$ cat src/rtl/id_ex_register_if.sv
// ID/EX pipeline-register bus: decode-side operands and control, write-back
// bypass source, stall/flush controls, and the registered EX-side bundle.
interface id_ex_register_if #(
   parameter int unsigned DATA_W     = 32,
   parameter int unsigned REG_ADDR_W = 5,
   parameter int unsigned ALUOP_W    = 4
);
   logic                  Stall;
   logic                  Flush;
   logic                  ID_Valid;
   logic [REG_ADDR_W-1:0] ID_ReadRegister1;
   logic [REG_ADDR_W-1:0] ID_ReadRegister2;
   logic [REG_ADDR_W-1:0] ID_Rd;
   logic [DATA_W-1:0]     ID_ReadData1;
   logic [DATA_W-1:0]     ID_ReadData2;
   logic [DATA_W-1:0]     ID_SignExtImm;
   logic [DATA_W-1:0]     ID_PCPlus4;
   logic                  ID_RegWrite;
   logic                  ID_MemtoReg;
   logic                  ID_MemRead;
   logic                  ID_MemWrite;
   logic                  ID_ALUSrc;
   logic                  ID_RegDst;
   logic [ALUOP_W-1:0]    ID_ALUOp;
   logic                  WB_RegWrite;
   logic [REG_ADDR_W-1:0] WB_WriteRegister;
   logic [DATA_W-1:0]     WB_WriteData;

   logic                  EX_Valid;
   logic [REG_ADDR_W-1:0] EX_Rs;
   logic [REG_ADDR_W-1:0] EX_Rt;
   logic [REG_ADDR_W-1:0] EX_Rd;
   logic [DATA_W-1:0]     EX_ReadData1;
   logic [DATA_W-1:0]     EX_ReadData2;
   logic [DATA_W-1:0]     EX_SignExtImm;
   logic [DATA_W-1:0]     EX_PCPlus4;
   logic                  EX_RegWrite;
   logic                  EX_MemtoReg;
   logic                  EX_MemRead;
   logic                  EX_MemWrite;
   logic                  EX_ALUSrc;
   logic                  EX_RegDst;
   logic [ALUOP_W-1:0]    EX_ALUOp;

   modport master (
      output Stall, Flush, ID_Valid, ID_ReadRegister1, ID_ReadRegister2, ID_Rd,
             ID_ReadData1, ID_ReadData2, ID_SignExtImm, ID_PCPlus4,
             ID_RegWrite, ID_MemtoReg, ID_MemRead, ID_MemWrite, ID_ALUSrc,
             ID_RegDst, ID_ALUOp, WB_RegWrite, WB_WriteRegister, WB_WriteData,
      input  EX_Valid, EX_Rs, EX_Rt, EX_Rd, EX_ReadData1, EX_ReadData2,
             EX_SignExtImm, EX_PCPlus4, EX_RegWrite, EX_MemtoReg, EX_MemRead,
             EX_MemWrite, EX_ALUSrc, EX_RegDst, EX_ALUOp
   );

   modport slave (
      input  Stall, Flush, ID_Valid, ID_ReadRegister1, ID_ReadRegister2, ID_Rd,
             ID_ReadData1, ID_ReadData2, ID_SignExtImm, ID_PCPlus4,
             ID_RegWrite, ID_MemtoReg, ID_MemRead, ID_MemWrite, ID_ALUSrc,
             ID_RegDst, ID_ALUOp, WB_RegWrite, WB_WriteRegister, WB_WriteData,
      output EX_Valid, EX_Rs, EX_Rt, EX_Rd, EX_ReadData1, EX_ReadData2,
             EX_SignExtImm, EX_PCPlus4, EX_RegWrite, EX_MemtoReg, EX_MemRead,
             EX_MemWrite, EX_ALUSrc, EX_RegDst, EX_ALUOp
   );
endinterface

$ cat src/rtl/id_ex_register.sv
// ID/EX pipeline register with stall hold, flush bubble, and write-back bypass
// (including refresh of held operands while stalled).
module id_ex_register #(
   parameter int unsigned DATA_W     = 32,
   parameter int unsigned REG_ADDR_W = 5,
   parameter int unsigned ALUOP_W    = 4
) (
   input logic            Clk,
   input logic            Reset_n,
   id_ex_register_if.slave bus
);
   // Control bits packed as {RegWrite, MemtoReg, MemRead, MemWrite, ALUSrc, RegDst}
   logic                  valid_q, valid_d;
   logic [REG_ADDR_W-1:0] rs_q, rs_d, rt_q, rt_d, rd_q, rd_d;
   logic [DATA_W-1:0]     op1_q, op1_d, op2_q, op2_d;
   logic [DATA_W-1:0]     imm_q, imm_d, pc_q, pc_d;
   logic [5:0]            ctrl_q, ctrl_d;
   logic [ALUOP_W-1:0]    aluop_q, aluop_d;

   logic wb_live;
   logic byp1_id, byp2_id, byp1_ex, byp2_ex;

   // Register 0 is never a bypass source.
   assign wb_live = bus.WB_RegWrite && (bus.WB_WriteRegister != '0);
   assign byp1_id = wb_live && (bus.WB_WriteRegister == bus.ID_ReadRegister1);
   assign byp2_id = wb_live && (bus.WB_WriteRegister == bus.ID_ReadRegister2);
   assign byp1_ex = valid_q && wb_live && (bus.WB_WriteRegister == rs_q);
   assign byp2_ex = valid_q && wb_live && (bus.WB_WriteRegister == rt_q);

   always_comb begin
      valid_d = valid_q;
      rs_d    = rs_q;
      rt_d    = rt_q;
      rd_d    = rd_q;
      op1_d   = op1_q;
      op2_d   = op2_q;
      imm_d   = imm_q;
      pc_d    = pc_q;
      ctrl_d  = ctrl_q;
      aluop_d = aluop_q;
      if (bus.Flush) begin
         valid_d = 1'b0;
         rs_d    = '0;
         rt_d    = '0;
         rd_d    = '0;
         op1_d   = '0;
         op2_d   = '0;
         imm_d   = '0;
         pc_d    = '0;
         ctrl_d  = '0;
         aluop_d = '0;
      end else if (bus.Stall) begin
         // Held operands track a producer that retires during the stall.
         if (byp1_ex) op1_d = bus.WB_WriteData;
         if (byp2_ex) op2_d = bus.WB_WriteData;
      end else begin
         valid_d = bus.ID_Valid;
         rs_d    = bus.ID_ReadRegister1;
         rt_d    = bus.ID_ReadRegister2;
         rd_d    = bus.ID_Rd;
         op1_d   = byp1_id ? bus.WB_WriteData : bus.ID_ReadData1;
         op2_d   = byp2_id ? bus.WB_WriteData : bus.ID_ReadData2;
         imm_d   = bus.ID_SignExtImm;
         pc_d    = bus.ID_PCPlus4;
         ctrl_d  = {bus.ID_RegWrite, bus.ID_MemtoReg, bus.ID_MemRead,
                    bus.ID_MemWrite, bus.ID_ALUSrc, bus.ID_RegDst};
         aluop_d = bus.ID_ALUOp;
      end
   end

   always_ff @(posedge Clk) begin
      if (!Reset_n) begin
         valid_q <= 1'b0;
         rs_q    <= '0;
         rt_q    <= '0;
         rd_q    <= '0;
         op1_q   <= '0;
         op2_q   <= '0;
         imm_q   <= '0;
         pc_q    <= '0;
         ctrl_q  <= '0;
         aluop_q <= '0;
      end else begin
         valid_q <= valid_d;
         rs_q    <= rs_d;
         rt_q    <= rt_d;
         rd_q    <= rd_d;
         op1_q   <= op1_d;
         op2_q   <= op2_d;
         imm_q   <= imm_d;
         pc_q    <= pc_d;
         ctrl_q  <= ctrl_d;
         aluop_q <= aluop_d;
      end
   end

   assign bus.EX_Valid      = valid_q;
   assign bus.EX_Rs         = rs_q;
   assign bus.EX_Rt         = rt_q;
   assign bus.EX_Rd         = rd_q;
   assign bus.EX_ReadData1  = op1_q;
   assign bus.EX_ReadData2  = op2_q;
   assign bus.EX_SignExtImm = imm_q;
   assign bus.EX_PCPlus4    = pc_q;
   assign bus.EX_RegWrite   = ctrl_q[5];
   assign bus.EX_MemtoReg   = ctrl_q[4];
   assign bus.EX_MemRead    = ctrl_q[3];
   assign bus.EX_MemWrite   = ctrl_q[2];
   assign bus.EX_ALUSrc     = ctrl_q[1];
   assign bus.EX_RegDst     = ctrl_q[0];
   assign bus.EX_ALUOp      = aluop_q;
endmodule
$ cat src/flat_wrapper.sv
// flat-port wrapper written by rule: the top's interface ports become plain ports
module id_ex_register_flat 
#(
   parameter int unsigned DATA_W     = 32,
   parameter int unsigned REG_ADDR_W = 5,
   parameter int unsigned ALUOP_W    = 4
)
  (Clk, Reset_n, bus_Stall, bus_Flush, bus_ID_Valid, bus_ID_ReadRegister1, bus_ID_ReadRegister2, bus_ID_Rd, bus_ID_ReadData1, bus_ID_ReadData2, bus_ID_SignExtImm, bus_ID_PCPlus4, bus_ID_RegWrite, bus_ID_MemtoReg, bus_ID_MemRead, bus_ID_MemWrite, bus_ID_ALUSrc, bus_ID_RegDst, bus_ID_ALUOp, bus_WB_RegWrite, bus_WB_WriteRegister, bus_WB_WriteData, bus_EX_Valid, bus_EX_Rs, bus_EX_Rt, bus_EX_Rd, bus_EX_ReadData1, bus_EX_ReadData2, bus_EX_SignExtImm, bus_EX_PCPlus4, bus_EX_RegWrite, bus_EX_MemtoReg, bus_EX_MemRead, bus_EX_MemWrite, bus_EX_ALUSrc, bus_EX_RegDst, bus_EX_ALUOp);
  id_ex_register_if #(.DATA_W(DATA_W), .REG_ADDR_W(REG_ADDR_W), .ALUOP_W(ALUOP_W)) bus_i ();
  input logic Clk;
  input logic Reset_n;
  input wire logic [$bits(bus_i.Stall)-1:0] bus_Stall;
  input wire logic [$bits(bus_i.Flush)-1:0] bus_Flush;
  input wire logic [$bits(bus_i.ID_Valid)-1:0] bus_ID_Valid;
  input wire logic [$bits(bus_i.ID_ReadRegister1)-1:0] bus_ID_ReadRegister1;
  input wire logic [$bits(bus_i.ID_ReadRegister2)-1:0] bus_ID_ReadRegister2;
  input wire logic [$bits(bus_i.ID_Rd)-1:0] bus_ID_Rd;
  input wire logic [$bits(bus_i.ID_ReadData1)-1:0] bus_ID_ReadData1;
  input wire logic [$bits(bus_i.ID_ReadData2)-1:0] bus_ID_ReadData2;
  input wire logic [$bits(bus_i.ID_SignExtImm)-1:0] bus_ID_SignExtImm;
  input wire logic [$bits(bus_i.ID_PCPlus4)-1:0] bus_ID_PCPlus4;
  input wire logic [$bits(bus_i.ID_RegWrite)-1:0] bus_ID_RegWrite;
  input wire logic [$bits(bus_i.ID_MemtoReg)-1:0] bus_ID_MemtoReg;
  input wire logic [$bits(bus_i.ID_MemRead)-1:0] bus_ID_MemRead;
  input wire logic [$bits(bus_i.ID_MemWrite)-1:0] bus_ID_MemWrite;
  input wire logic [$bits(bus_i.ID_ALUSrc)-1:0] bus_ID_ALUSrc;
  input wire logic [$bits(bus_i.ID_RegDst)-1:0] bus_ID_RegDst;
  input wire logic [$bits(bus_i.ID_ALUOp)-1:0] bus_ID_ALUOp;
  input wire logic [$bits(bus_i.WB_RegWrite)-1:0] bus_WB_RegWrite;
  input wire logic [$bits(bus_i.WB_WriteRegister)-1:0] bus_WB_WriteRegister;
  input wire logic [$bits(bus_i.WB_WriteData)-1:0] bus_WB_WriteData;
  output wire logic [$bits(bus_i.EX_Valid)-1:0] bus_EX_Valid;
  output wire logic [$bits(bus_i.EX_Rs)-1:0] bus_EX_Rs;
  output wire logic [$bits(bus_i.EX_Rt)-1:0] bus_EX_Rt;
  output wire logic [$bits(bus_i.EX_Rd)-1:0] bus_EX_Rd;
  output wire logic [$bits(bus_i.EX_ReadData1)-1:0] bus_EX_ReadData1;
  output wire logic [$bits(bus_i.EX_ReadData2)-1:0] bus_EX_ReadData2;
  output wire logic [$bits(bus_i.EX_SignExtImm)-1:0] bus_EX_SignExtImm;
  output wire logic [$bits(bus_i.EX_PCPlus4)-1:0] bus_EX_PCPlus4;
  output wire logic [$bits(bus_i.EX_RegWrite)-1:0] bus_EX_RegWrite;
  output wire logic [$bits(bus_i.EX_MemtoReg)-1:0] bus_EX_MemtoReg;
  output wire logic [$bits(bus_i.EX_MemRead)-1:0] bus_EX_MemRead;
  output wire logic [$bits(bus_i.EX_MemWrite)-1:0] bus_EX_MemWrite;
  output wire logic [$bits(bus_i.EX_ALUSrc)-1:0] bus_EX_ALUSrc;
  output wire logic [$bits(bus_i.EX_RegDst)-1:0] bus_EX_RegDst;
  output wire logic [$bits(bus_i.EX_ALUOp)-1:0] bus_EX_ALUOp;
  assign bus_i.Stall = bus_Stall;
  assign bus_i.Flush = bus_Flush;
  assign bus_i.ID_Valid = bus_ID_Valid;
  assign bus_i.ID_ReadRegister1 = bus_ID_ReadRegister1;
  assign bus_i.ID_ReadRegister2 = bus_ID_ReadRegister2;
  assign bus_i.ID_Rd = bus_ID_Rd;
  assign bus_i.ID_ReadData1 = bus_ID_ReadData1;
  assign bus_i.ID_ReadData2 = bus_ID_ReadData2;
  assign bus_i.ID_SignExtImm = bus_ID_SignExtImm;
  assign bus_i.ID_PCPlus4 = bus_ID_PCPlus4;
  assign bus_i.ID_RegWrite = bus_ID_RegWrite;
  assign bus_i.ID_MemtoReg = bus_ID_MemtoReg;
  assign bus_i.ID_MemRead = bus_ID_MemRead;
  assign bus_i.ID_MemWrite = bus_ID_MemWrite;
  assign bus_i.ID_ALUSrc = bus_ID_ALUSrc;
  assign bus_i.ID_RegDst = bus_ID_RegDst;
  assign bus_i.ID_ALUOp = bus_ID_ALUOp;
  assign bus_i.WB_RegWrite = bus_WB_RegWrite;
  assign bus_i.WB_WriteRegister = bus_WB_WriteRegister;
  assign bus_i.WB_WriteData = bus_WB_WriteData;
  assign bus_EX_Valid = bus_i.EX_Valid;
  assign bus_EX_Rs = bus_i.EX_Rs;
  assign bus_EX_Rt = bus_i.EX_Rt;
  assign bus_EX_Rd = bus_i.EX_Rd;
  assign bus_EX_ReadData1 = bus_i.EX_ReadData1;
  assign bus_EX_ReadData2 = bus_i.EX_ReadData2;
  assign bus_EX_SignExtImm = bus_i.EX_SignExtImm;
  assign bus_EX_PCPlus4 = bus_i.EX_PCPlus4;
  assign bus_EX_RegWrite = bus_i.EX_RegWrite;
  assign bus_EX_MemtoReg = bus_i.EX_MemtoReg;
  assign bus_EX_MemRead = bus_i.EX_MemRead;
  assign bus_EX_MemWrite = bus_i.EX_MemWrite;
  assign bus_EX_ALUSrc = bus_i.EX_ALUSrc;
  assign bus_EX_RegDst = bus_i.EX_RegDst;
  assign bus_EX_ALUOp = bus_i.EX_ALUOp;
  id_ex_register #(.DATA_W(DATA_W), .REG_ADDR_W(REG_ADDR_W), .ALUOP_W(ALUOP_W)) u_core (.Clk(Clk), .Reset_n(Reset_n), .bus(bus_i));
endmodule
$ cat config.mk
export PLATFORM = sky130hd
export DESIGN_NAME = id_ex_register_flat
export DESIGN_NICKNAME = d
export VERILOG_FILES = /design/src/rtl/id_ex_register_if.sv /design/src/rtl/id_ex_register.sv /design/src/flat_wrapper.sv
export SDC_FILE = /design/constraint.sdc
export NUM_CORES = 1
export LEC_CHECK = 0
export BUFFER_PORTS_ARGS = -buffer_cell sky130_fd_sc_hd__buf_2
export CORE_ASPECT_RATIO = 0.5
export CORE_MARGIN = 8
export CORE_UTILIZATION = 46
export CTS_BUF_LIST = sky130_fd_sc_hd__clkbuf_4
export DETAILED_ROUTE_END_ITERATION = 16
export PLACE_DENSITY_LB_ADDON = 0.05
export SLEW_MARGIN = 20
export SYNTH_ARGS = -nofsm -noshare
export SYNTH_HDL_FRONTEND = slang
export SYNTH_SLANG_ARGS = --single-unit
$ cat constraint.sdc
create_clock -name Clk -period 2.18 [get_ports Clk]
set_input_delay 0.218 -clock Clk [delete_from_list [all_inputs] [get_ports Clk]]
set_output_delay 0.218 -clock Clk [all_outputs]
set_load 0.02 [all_outputs]
==> impl_results.md, run 1 <==
- Compound-Gate Fraction of Synth Area: around 13%
- CTS root buffer: clkbuf_4
- Peak supply drop: ~330 uV
- Core Footprint: 0.01284 mm^2
- Crit end category: flop
- Port-buffer cells: 349
- DRC errors left: 0
- Max-slew violations: 0
- Final Hold Viols: 1
- Setup TNS: -4.265 ps
- Setup WS post-layout: -4.265 ps
- Critical Path Max Stage Delay: 610 ps
- Class of the worst hold path: in -> reg
- Starting density of the core: between 40% and 50%
- Die span in x: about 180 um
- RR Startpoint: u_core.bus.EX_Rs[4]
- Max Clk Rate: around 460 MHz
- Vias/cell: just over 5
- Status: complete, but fails checks
- Cell depth of the worst setup path: 9
- Area of the mapped netlist: ~0.006 mm^2
- Tightest Pin Transition: between 800 and 900 ps
- R2R Setup Slk: roughly 20 ps
- H-Tree Depth: 4
- Leakage: between 5 and 6 nW
- Row Count: 29
- FF/Latch Area: ~0.0031 mm^2
- Largest family of logic cells by synthesized area: multiplexers
- #FFs+latches synth: between 150 and 200
- Largest net degree at the start of global routing: between 70 and 80
- CTS Buf Count: 17
- DR vias: about 7.0k
- Critical-path cell list: dlygate4sd3_1 > buf_2 > xor2_1 > nor3_2 > a41oi_4 > buf_12 > mux2i_1 > dlygate4sd3_1 > a21oi_1
- Failing checks: hold timing, setup timing
- Total die area: between 0.015 and 0.02 mm^2
- Clock Latency Late Sink: 540 ps
- Share of the synthesized area in the top cell type: 50.23%
- Total power draw: approximately 6 mW
- Drt first pass iters: 5
- Final Skew: 27.53 ps
- Top cells by area, synth: dfxtp_1 (50%), mux2i_1 (20%), nor2_1 (5.7%)
- Simple-gate portion of the synthesized area: 9.806%
- # setup viols final: 1
- Synth Area in Adders: 0%
- Worst setup startpoint: bus_ID_ReadRegister2[2]
- Cell family with most CP delay: buffers and inverters
- Die Ht: about 98 um
- RD Place Congestion: just over 0.8
- Multi-input combinational cell area: around 0.0028 mm^2
- Worst Path Required: between 2000 and 3000 ps
- GRT Util Overall: between 20% and 30%
- Post-Place Cell Area: 0.008010 mm^2
- Crit-path max FO: 16
- WHS: -25.57 ps
- Vias in the first global route: approximately 7.4k
- Placed cell count: 1,114
- CP arrival: approximately 2600 ps
- Reg clk slew, reported paths: roughly 140 ps
- WL final: around 26,000 um
- Starting DRC count in detailed routing: between 500 and 600
- Post-DRT Antenna Nets: 0
- CTS sink cnt: ~150
- Distinct cells, synth: 28
- Fin cells: 1,359
- Crit start category: input port
- Fin util: roughly four fifths
- Layout Nets: about 1.4k
- CTS tree: yes
- # fillers: a little under 900
- Slowest-stage cell, CP: dlygate4sd3_1
- Mux cell area share after synthesis: slightly below 20%
- Post-Layout Inst Area: ~0.010 mm^2
- Min Tclk post-route: roughly 2200 ps
- Routed length per placed instance: 18.83 um
- CP Buf/Inv Count: 4
- Syn Nets: roughly 840
- Cell taking the most area after synthesis: dfxtp_1
- Pwr Density: about 590 mW/mm^2
- CP Class: in -> reg
- Worst Reg2Reg Path Length in Cells: 7
- Tcrit/Tclk final: 100.2%
- First-pass GRT wire length: about 38,000 um
- Sequential fraction of the synthesis area: between 50% and 60%
- Worst r2r dst: u_core.bus.EX_ReadData1[0]
- Layout area overhead: 70.23%
- Initial antenna violation count: 4
- Share of cells above drive strength 1: 34.77%
- Xor/xnor share of the synthesized area: under 10%
- YS warnings: 0
- Syn avg cell area: roughly 9.6 um^2
- Total of max-cap violations: 0
- Crit-path most repeated cell: dlygate4sd3_1
- CP endpoint: u_core.bus.EX_ReadData2[6]
- Dpl hpwl: 15,490 um
- Num ports: between 300 and 400
- Gr ovfl total: 0
- Synth Instances: 640
- Max_slew headroom: 45.36%
- Max Buffers Root-to-Sink: 2
-- final cells by class --
class | instances | share of cell area [%]
timing repair buffer | 568 | 38.44
clock buffer | 18 | 1.293
sequential | 154 | 29.52
antenna | 4 | 0.09581
multi-input combinational | 430 | 27.01
tap | 170 | 2.036
clock inverter | 14 | 1.569
inverter | 1 | 0.03593
-- stage by stage --
| stage | setup WS [ps] | hold slack, ps |
|---|---|---|
| after global placement | 156.5 | 444.2 |
| after detailed placement | 121.5 | 454.8 |
| after CTS | 14.96 | 14.08 |
| after floorplan | 244.6 | 361.9 |
| after global routing | -34.05 | 3.268 |
| final | -4.265 | -25.57 |
-- cell usage after synthesis --
cell type and count:
dfxtp_1 154, mux2i_1 122, nor2_1 93, o21ai_0 46, a21oi_1 43, nand2_1 42, clkbuf_1 32, a31oi_1 21
xor2_1 18, a22oi_1 11, nand3_1 11, buf_1 10, buf_2 8, o21ai_1 7, nor3_1 4, buf_8 3
a41o_1 2, buf_6 2, xnor2_1 2, a31o_2 1, a31oi_2 1, a41oi_1 1, a41oi_4 1, inv_1 1
nand2b_1 1, nor2b_1 1, o21a_4 1, or4_1 1
-- what timing repair did --
| item | CTS | global route |
|---|---|---|
| hold endpoints to repair | 154 | 1 |
| hold buffers | 199 | 1 |
| setup buffers | 0 | 8 |
| setup endpoints to repair | 0 | 25 |
| gates resized for setup | 0 | 3 |
-- cell usage in the layout (no fill, tap or decap), types with 3 or more instances in the layout --
cell,count
xor2_1,18
buf_2,348
clkbuf_16,3
nor2_1,93
dlygate4sd3_1,198
clkinv_4,5
o21ai_0,46
clkbuf_4,18
a21oi_1,43
nand2_1,42
nand3_1,11
inv_6,3
o21ai_1,7
dfxtp_1,153
buf_12,6
diode_2,4
mux2i_1,122
a22oi_1,11
buf_4,13
a31oi_1,21
-- worst min path at each step --
stage,startpoint,endpoint,slack (ps),cells after the start
after floorplan,bus_ID_ALUOp[0],u_core.bus.EX_ALUOp[0],360,2
after global placement,bus_ID_Rd[2],u_core.bus.EX_Rd[2],440,3
after detailed placement,bus_ID_PCPlus4[15],u_core.bus.EX_PCPlus4[15],450,3
after CTS,bus_WB_WriteData[29],u_core.bus.EX_ReadData2[29],10,3
after global routing,bus_WB_WriteData[10],u_core.bus.EX_ReadData1[10],3,3
final,bus_WB_WriteData[10],u_core.bus.EX_ReadData1[10],-30,3
-- flip-flops by register name (all words and copies together) (netlist names) --
signal / cells
u_core.ctrl_q: 6
u_core.bus.EX_SignExtImm: 32
u_core.bus.EX_Rt: 5
u_core.bus.EX_Rs: 5
u_core.bus.EX_PCPlus4: 32
u_core.bus.EX_ReadData2: 32
u_core.bus.EX_ReadData1: 32
u_core.bus.EX_ALUOp: 4
u_core.bus.EX_Valid: 1
u_core.bus.EX_Rd: 5
-- tightest hold or removal path, cell delays in order --
cell,delay [ps]
buf_2,120
nand2_1,70
a31oi_1,80
-- per-layer routing --
metal	vias to the layer above	wire length (um)	GRT usage, %
met5	-	0	0
met3	96	2523	8.379
met2	407	13000	49.94
li1	3287	-	-
met4	0	1155	14.57
met1	3221	8911	28.33
-- where the power goes --
group	internal [mW]	leakage [nW]	total, mW	switching, mW
sequential	2.92	1.26	2.98	0.0598
combinational	0.664	3.86	1.31	0.647
clock	0.725	0.159	1.84	1.12
-- logic make-up (layout without fill, tap and decap cells) --
logic type             count (synthesis)  count (layout)
AO/OA/AOI/OAI                        135             135
XOR/XNOR                              20              20
buffers and inverters                 56             601
flip-flops                           154             154
multiplexers                         122             122
other                                  0               4
AND/OR/NAND/NOR                      153             153
No activity file was read; power rests on OpenSTA's default activity.
==> run 2, diff against run 1 <==
--- a/config.mk
+++ b/config.mk
@@ -5,7 +5,7 @@
 export SDC_FILE = /design/constraint.sdc
 export NUM_CORES = 1
 export LEC_CHECK = 0
-export BUFFER_PORTS_ARGS = -buffer_cell sky130_fd_sc_hd__buf_2
+export BUFFER_PORTS_ARGS = -buffer_cell sky130_fd_sc_hd__clkbuf_2
 export CORE_ASPECT_RATIO = 0.5
 export CORE_MARGIN = 8
 export CORE_UTILIZATION = 46
==> impl_results.md, run 2 (synthesis gave the netlist of run 1 again) <==
- Worst Reg2Reg Path Length in Cells: 7 (unchanged)
- Max-slew violations: 0 (unchanged)
- Slowest-stage cell, CP: dlygate4sd3_1 (unchanged)
- Post-Place Cell Area: 0.008033 mm^2 (was 0.008010 mm^2)
- Worst r2r dst: u_core.bus.EX_ReadData1[10] (was u_core.bus.EX_ReadData1[0])
- RD Place Congestion: 0.8209 (was 0.8145)
- Multi-input combinational cell area: 0.002821 mm^2 (unchanged)
- Hold depth: 5 (was 3)
- GRT Util Overall: 27.43% (was 27.64%)
- CTS tree: yes (unchanged)
- Vias in the first global route: 7,433 (was 7,399)
- Worst Hold End: u_core.bus.EX_ReadData2[10] (was u_core.bus.EX_ReadData1[10])
- Core Footprint: 0.01284 mm^2 (unchanged)
- Leakage: 5.187 nW (was 5.276 nW)
- # setup viols final: 0 (was 1)
- Die Ht: 97.68 um (unchanged)
- CP Buf/Inv Count: 3 (was 4)
- Total of max-cap violations: 0 (unchanged)
- Status: finished clean (was complete, but fails checks)
- WL final: 25,380 um (was 25,590 um)
- Final Skew: 26.34 ps (was 27.53 ps)
- H-Tree Depth: 4 (unchanged)
- RSZ-0062 raised after global routing: false
- Net Switching: 1.816 mW (was 1.822 mW)
- R2R Setup Slk: 60 ps (was 20 ps)
- Clock Latency Late Sink: 530 ps (was 540 ps)
- Starting density of the core: 47.78% (unchanged)
- Row Count: 29 (unchanged)
- First-pass GRT wire length: 38,240 um (was 38,450 um)
- Layout area overhead: 69.75% (was 70.23%)
- Largest net degree at the start of global routing: 69 (was 71)
- Sw Share: 30.22% (was 29.71%)
- DR vias: 7,042 (was 7,011)
- Post-Layout Inst Area: 0.01042 mm^2 (was 0.01045 mm^2)
- Vias/cell: 5.197 (was 5.159)
- Reg clk slew, reported paths: 150 ps (was 140 ps)
- Post-DRT Antenna Nets: 0 (unchanged)
- Drt first pass iters: 5 (unchanged)
- Port-buffer cells: 349 (unchanged)
- # fillers: 839 (was 865)
- CTS root buffer: clkbuf_4 (unchanged)
- Setup TNS: 0 ps (was -4.265 ps)
- RR Startpoint: u_core.bus.EX_Rs[1] (was u_core.bus.EX_Rs[4])
- Crit end category: flop (unchanged)
- FF/Latch Area: 0.003083 mm^2 (was 0.003084 mm^2)
- Cell family with most CP delay: buffers and inverters (unchanged)
- Gr ovfl total: 0 (unchanged)
- Total die area: 0.01752 mm^2 (unchanged)
- Initial antenna violation count: 0 (was 4)
- Max_slew headroom: 45.94% (was 45.36%)
- Min Tclk post-route: 2133 ps (was 2184 ps)
- Commonest non-fill, non-tap cell in the layout: clkbuf_2 (was buf_2)
- Hold Crit Start: bus_Flush (was bus_WB_WriteData[10])
- Seq pwr share: 49.7% (was 48.6%)
- Most frequent cells in the layout: clkbuf_2 (348), dlygate4sd3_1 (200), dfxtp_1 (154), mux2i_1 (122), nor2_1 (93) (was buf_2 (348), dlygate4sd3_1 (198), dfxtp_1 (153), mux2i_1 (122), nor2_1 (93))
- Crit start category: input port (unchanged)
- Max Buffers Root-to-Sink: 2 (unchanged)
- Internal power: 4.194 mW (was 4.311 mW)
- Peak supply drop: 473.2 uV (was 333.3 uV)
- Clk pwr share: 28.5% (was 30.0%)
- Critical Path Max Stage Delay: 590 ps (was 610 ps)
- DRC errors left: 0 (unchanged)
- Starting DRC count in detailed routing: 510 (was 545)
- Class of the worst hold path: in -> reg (unchanged)
- Tightest Pin Transition: 810.9 ps (was 819.6 ps)
- Die span in x: 179.4 um (unchanged)
- CTS sink cnt: 154 (unchanged)
- Critical-path cell list: clkbuf_2 > or4_1 > o21a_4 > a41oi_4 > buf_12 > mux2i_1 > dlygate4sd3_1 > a21oi_1 (was dlygate4sd3_1 > buf_2 > xor2_1 > nor3_2 > a41oi_4 > buf_12 > mux2i_1 > dlygate4sd3_1 > a21oi_1)
- Logic gate share of total power: 21.8% (was 21.4%)
- ANT cells: 0 (was 4)
- Worst Path Required: 2590 ps (was 2610 ps)
- Max Clk Rate: 468.8 MHz (was 457.8 MHz)
- Crit-path max FO: 16 (unchanged)
- Final Hold Viols: 0 (was 1)
- Tcrit/Tclk final: 97.85% (was 100.2%)
- Share of cells above drive strength 1: 34.51% (was 34.77%)
- CTS Buf Count: 17 (unchanged)
- CP arrival: 2550 ps (was 2620 ps)
- CP Class: in -> reg (unchanged)
- Routed length per placed instance: 18.73 um (was 18.83 um)
- Pwr Density: 577.0 mW/mm^2 (was 587.0 mW/mm^2)
- Layout Nets: 1,368 (unchanged)
- Num ports: 350 (unchanged)
- Dpl hpwl: 15,630 um (was 15,490 um)
[run 2: cell types whose count changed in the layout (fill, tap and decap cells not counted), sizes merged]
cell,change
clkinvlp,+1
clkbuf,+348
diode,-4
buf,-350
dlygate4sd3,+2
bufinv,-1
[run 2: worst max-delay path by stage]
stage	endpoint	from	depth (start not counted)
finish	u_core.bus.EX_ReadData2[25]	bus_WB_WriteRegister[4]	8
global route	u_core.bus.EX_ReadData1[10]	u_core.bus.EX_Rs[1]	7
CTS	u_core.bus.EX_ReadData1[7]	u_core.bus.EX_Rs[3]	7
detailed placement	u_core.bus.EX_ReadData2[0]	bus_WB_WriteRegister[4]	7
global placement	u_core.bus.EX_ReadData2[0]	bus_WB_WriteRegister[4]	7
floorplan	u_core.bus.EX_ReadData2[16]	bus_WB_WriteRegister[0]	8
[run 2: layout make-up]
class                           count  share of cell area, %
Multi-Input combinational cell    430                  27.08
Clock inverter                     14                  1.345
Sequential cell                   154                  29.59
Timing Repair Buffer              568                  38.60
Inverter                            1                0.03603
Clock buffer                       18                  1.297
Tap cell                          170                  2.042
[run 2: power groups by stage]
stage	combinational, mW	sequential, mW	clock (mW)
global placement	0.940	3.04	0
finish	1.31	2.99	1.71
detailed placement	0.953	3.04	0
CTS	1.25	2.98	1.76
global route	1.40	3.00	1.87
floorplan	0.420	3.17	0
[run 2: timing repair]
action | CTS | global route
setup buffers | 0 | 3
endpoints found under the hold margin | 154 | 0
hold buffers | 200 | 0
setup endpoints to repair | 0 | 24
gates resized for setup | 0 | 2
[run 2: routing by layer]
layer | up-vias | track usage [%] | wire (um)
met5 | - | 0 | 0
met4 | 0 | 14.06 | 1110
met3 | 90 | 9.387 | 2425
met2 | 374 | 50.20 | 12850
met1 | 3294 | 27.10 | 8995
li1 | 3284 | - | -
[run 2: worst register-to-register path, stage by stage, from the launching register on]
cell           delay [ps]
dfxtp_1               350
xor2_1                170
nor3_2                240
a41o_2                280
buf_12                150
o21ai_0               110
a31oi_1               220
dlygate4sd3_1         580
[run 2: stage by stage]
stage,hold slack (ps),power [mW],instances,worst slack [ps],util [%]
after floorplan,361.9,3.587,640,244.6,-
after global placement,444.5,3.978,1117,146.9,62.54
after detailed placement,456.9,3.994,1117,105.0,62.54
after CTS,173.9,5.989,1349,16.19,80.27
after global routing,191.3,6.265,1355,0.3388,81.10
final,215.4,6.011,1355,46.93,81.10
==> run 3, diff against run 2 <==
--- a/config.mk
+++ b/config.mk
@@ -5,10 +5,10 @@
 export SDC_FILE = /design/constraint.sdc
 export NUM_CORES = 1
 export LEC_CHECK = 0
+export ABC_AREA = 1
 export BUFFER_PORTS_ARGS = -buffer_cell sky130_fd_sc_hd__clkbuf_2
 export CORE_ASPECT_RATIO = 0.5
-export CORE_MARGIN = 8
-export CORE_UTILIZATION = 46
+export CORE_UTILIZATION = 47
 export CTS_BUF_LIST = sky130_fd_sc_hd__clkbuf_4
 export DETAILED_ROUTE_END_ITERATION = 16
 export PLACE_DENSITY_LB_ADDON = 0.05
==> impl_results.md, run 3 <==
- Status: finished clean (unchanged)
- Tightest Pin Transition: 629.7 ps (was 810.9 ps)
- Setup TNS: 0 ps (unchanged)
- H-Tree Depth: 4 (unchanged)
- Postcts setup bufs: 0 (unchanged)
- Distinct cells, synth: 28 (unchanged)
- CP arrival: 2540 ps (was 2550 ps)
- DR vias: 8,125 (was 7,042)
- Cell with the most instances after synthesis: nand2_1 (was dfxtp_1)
- Port-buffer cells: 349 (unchanged)
- FF/Latch Area: 0.003083 mm^2 (unchanged)
- Sequential fraction of the synthesis area: 44.47% (was 50.23%)
- Initial antenna violation count: 0 (unchanged)
- Layout Nets: 1,632 (was 1,368)
- Num ports: 350 (unchanged)
- Reg clk slew, reported paths: 150 ps (about the same)
- Number of enable flip-flop cells after synthesis: 0 (unchanged)
- Compound-Gate Fraction of Synth Area: 14.19% (was 12.82%)
- Setup WS post-layout: 98.56 ps (was 46.93 ps)
- Die Ht: 87.88 um (was 97.68 um)
- # setup viols final: 0 (unchanged)
- Total of max-cap violations: 0 (unchanged)
- Top cells by area, synth: dfxtp_1 (44%), nand2_1 (16%), a21oi_1 (9.2%) (was dfxtp_1 (50%), mux2i_1 (20%), nor2_1 (5.7%))
- Max_slew headroom: 58.02% (was 45.94%)
- Commonest non-fill, non-tap cell in the layout: clkbuf_2 (unchanged)
- Core Footprint: 0.01396 mm^2 (was 0.01284 mm^2)
- Clock Latency Late Sink: 540 ps (was 530 ps)
- Share of the synthesized area in the top cell type: 44.47% (was 50.23%)
- Synth Instances: 965 (was 640)
- ANT cells: 0 (unchanged)
- Leakage: 5.305 nW (was 5.187 nW)
- Synth async-reset ratio: 0% (unchanged)
- Max Buffers Root-to-Sink: 2 (unchanged)
- CTS tree: yes (unchanged)
- Crit start category: input port (unchanged)
- Crit-path max FO: 16 (unchanged)
- Share of cells above drive strength 1: 29.28% (was 34.51%)
- Total die area: 0.01527 mm^2 (was 0.01752 mm^2)
- CTS sink cnt: 154 (unchanged)
- RR Startpoint: u_core.bus.EX_Rs[0] (was u_core.bus.EX_Rs[1])
- Crit end category: flop (unchanged)
- Vias in the first global route: 7,639 (was 7,433)
- WHS: 25.42 ps (was 215.4 ps)
- GRT Util Overall: 31.23% (was 27.43%)
- R2R Setup Slk: 140 ps (was 60 ps)
- Routed length per placed instance: 15.30 um (was 18.73 um)
- Total power draw: 6.232 mW (was 6.011 mW)
- Dpl hpwl: 15,470 um (was 15,630 um)
- CP Class: in -> reg (unchanged)
- Gr ovfl total: 0 (unchanged)
- #FFs+latches synth: 154 (unchanged)
- Hold Crit Start: bus_ID_ReadData2[13] (was bus_Flush)
- Multi-input combinational cell area: 0.003203 mm^2 (was 0.002821 mm^2)
- Vias/cell: 4.954 (was 5.197)
- Worst Hold End: u_core.bus.EX_ReadData2[13] (was u_core.bus.EX_ReadData2[10])
- Placed cell count: 1,445 (was 1,117)
- Post-place setup slack: 412.2 ps (was 105.0 ps)
- Pwr Density: 583.0 mW/mm^2 (was 577.0 mW/mm^2)
- Synth Area in Adders: 0% (unchanged)
- Top cells by count, synth: nand2_1 (292), dfxtp_1 (154), a21oi_1 (128) (was dfxtp_1 (154), mux2i_1 (122), nor2_1 (93))
- Syn Nets: 1,161 (was 836)
- Fin cells: 1,640 (was 1,355)
- Post-Layout Inst Area: 0.01069 mm^2 (was 0.01042 mm^2)
- Min Tclk post-route: 2081 ps (was 2133 ps)
- Die span in x: 173.8 um (was 179.4 um)
- Post-Place Cell Area: 0.008686 mm^2 (was 0.008033 mm^2)
- DRC errors left: 0 (unchanged)
- Worst r2r dst: u_core.bus.EX_ReadData1[30] (was u_core.bus.EX_ReadData1[10])
- Final Hold Viols: 0 (unchanged)
- # fillers: 1,070 (was 839)
- Starting density of the core: 49.65% (was 47.78%)
- RD Place Congestion: 0.8682 (was 0.8209)
- Worst Reg2Reg Path Length in Cells: 11 (was 7)
- CTS root buffer: clkbuf_4 (unchanged)
- WL final: 25,090 um (was 25,380 um)
- Max-slew violations: 0 (unchanged)
- RSZ-0062 raised after global routing: false (unchanged)
- Class of the worst hold path: in -> reg (unchanged)
- Xor/xnor share of the synthesized area: 2.021% (was 2.854%)
- Layout area overhead: 54.20% (was 69.75%)
- Mux cell area share after synthesis: 0% (was 19.90%)
- Most common flop cell mapped by yosys: dfxtp_1 (unchanged)
- Row Count: 30 (was 29)
- Starting DRC count in detailed routing: 523 (was 510)
- Cell taking the most area after synthesis: dfxtp_1 (unchanged)
- CTS Buf Count: 17 (unchanged)
- Largest family of logic cells by synthesized area: simple AND/OR/NAND/NOR gates (was multiplexers)
- Area of the mapped netlist: 0.006933 mm^2 (was 0.006137 mm^2)
- Hold depth: 4 (was 5)
- Largest net degree at the start of global routing: 62 (was 69)
- Peak supply drop: 366.6 uV (was 473.2 uV)
- Most frequent cells in the layout: clkbuf_2 (348), nand2_1 (292), dlygate4sd3_1 (163), dfxtp_1 (154), a21oi_1 (128) (was clkbuf_2 (348), dlygate4sd3_1 (200), dfxtp_1 (154), mux2i_1 (122), nor2_1 (93))
- Fin util: 76.56% (was 81.10%)
- Final Skew: 18.70 ps (was 26.34 ps)
- Drt first pass iters: 5 (unchanged)
- Post-DRT Antenna Nets: 0 (unchanged)
- Syn avg cell area: 7.184 um^2 (was 9.589 um^2)
- Simple-gate portion of the synthesized area: 29.49% (was 9.806%)
- YS warnings: 0 (unchanged)
- Worst Path Required: 2640 ps (was 2590 ps)
- Tcrit/Tclk final: 95.48% (was 97.85%)
- First-pass GRT wire length: 37,650 um (was 38,240 um)
- Max Clk Rate: 480.4 MHz (was 468.8 MHz)
[run 3: cell count changes in the layout (fill, tap and decap cells not counted), moves of 12 or more]
| cell | previous run | this run |
|---|---|---|
| a21oi_1 | 43 | 128 |
| a31oi_1 | 21 | 0 |
| dlygate4sd3_1 | 200 | 163 |
| inv_1 | 1 | 70 |
| mux2i_1 | 122 | 0 |
| nand2_1 | 42 | 292 |
| nand3_1 | 11 | 92 |
| nand3b_1 | 0 | 19 |
| nor2_1 | 93 | 37 |
| o21ai_0 | 46 | 29 |
| xor2_1 | 18 | 6 |
[run 3: timing repair]
item | 4_1_cts | 5_1_grt
resized for setup | 0 | 5
hold buffers | 142 | 21
hold endpoints to repair | 133 | 21
setup endpoints to repair | 0 | 11
[run 3: layer usage]
layer,wire length (um),up-vias,share of wire [%],GRT usage (%)
li1,-,4026,-,-
met3,1849,61,7.4,8.941
met5,0,-,0,0
met2,12660,319,50,56.44
met1,9918,3719,40,35.95
met4,661,0,2.6,11.24
[run 3: logic make-up (layout without fill, tap and decap cells)]
kind of cell,count (synthesis),count (layout)
simple gates,464,464
compound gates,184,184
buf+inv,147,630
xor+xnor,16,16
flops,154,154
[run 3: area by class of cell]
cell class / instances / share of cell area (%)
sequential: 154 / 28.84
timing repair buffer: 526 / 33.43
clock buffer: 17 / 1.194
tap: 192 / 2.247
inverter: 73 / 2.598
multi-input combinational: 664 / 29.96
clock inverter: 14 / 1.732
[run 3: power by group]
part           switching (mW)  internal [mW]  leakage [nW]
Combinational           0.692          0.586          3.88
Sequential             0.0607           2.92          1.26
Clock                    1.15          0.825         0.169
Total                    1.90           4.33          5.30
[run 3: critical path: stages]
cell and delay [ps]:
dlygate4sd3_1 540, clkbuf_2 120, xnor2_1 170, nand2_1 90
nor2_1 170, nand2_4 150, buf_4 240, nand3_1 90
nand3_1 80, dlygate4sd3_1 560, nand3_1 70, inv_1 40
[run 3: worst max-delay path by stage]
stage | startpoint | to
5_1_grt | u_core.bus.EX_Rs[0] | u_core.bus.EX_ReadData1[4]
2_1_floorplan | u_core.bus.EX_Rt[3] | u_core.bus.EX_ReadData2[13]
6_report | bus_ID_ReadRegister1[1] | u_core.bus.EX_ReadData1[26]
3_3_place_gp | bus_WB_WriteRegister[1] | u_core.bus.EX_ReadData2[20]
3_5_place_dp | bus_WB_WriteRegister[1] | u_core.bus.EX_ReadData2[20]
4_1_cts | bus_ID_ReadRegister1[1] | u_core.bus.EX_ReadData1[11]
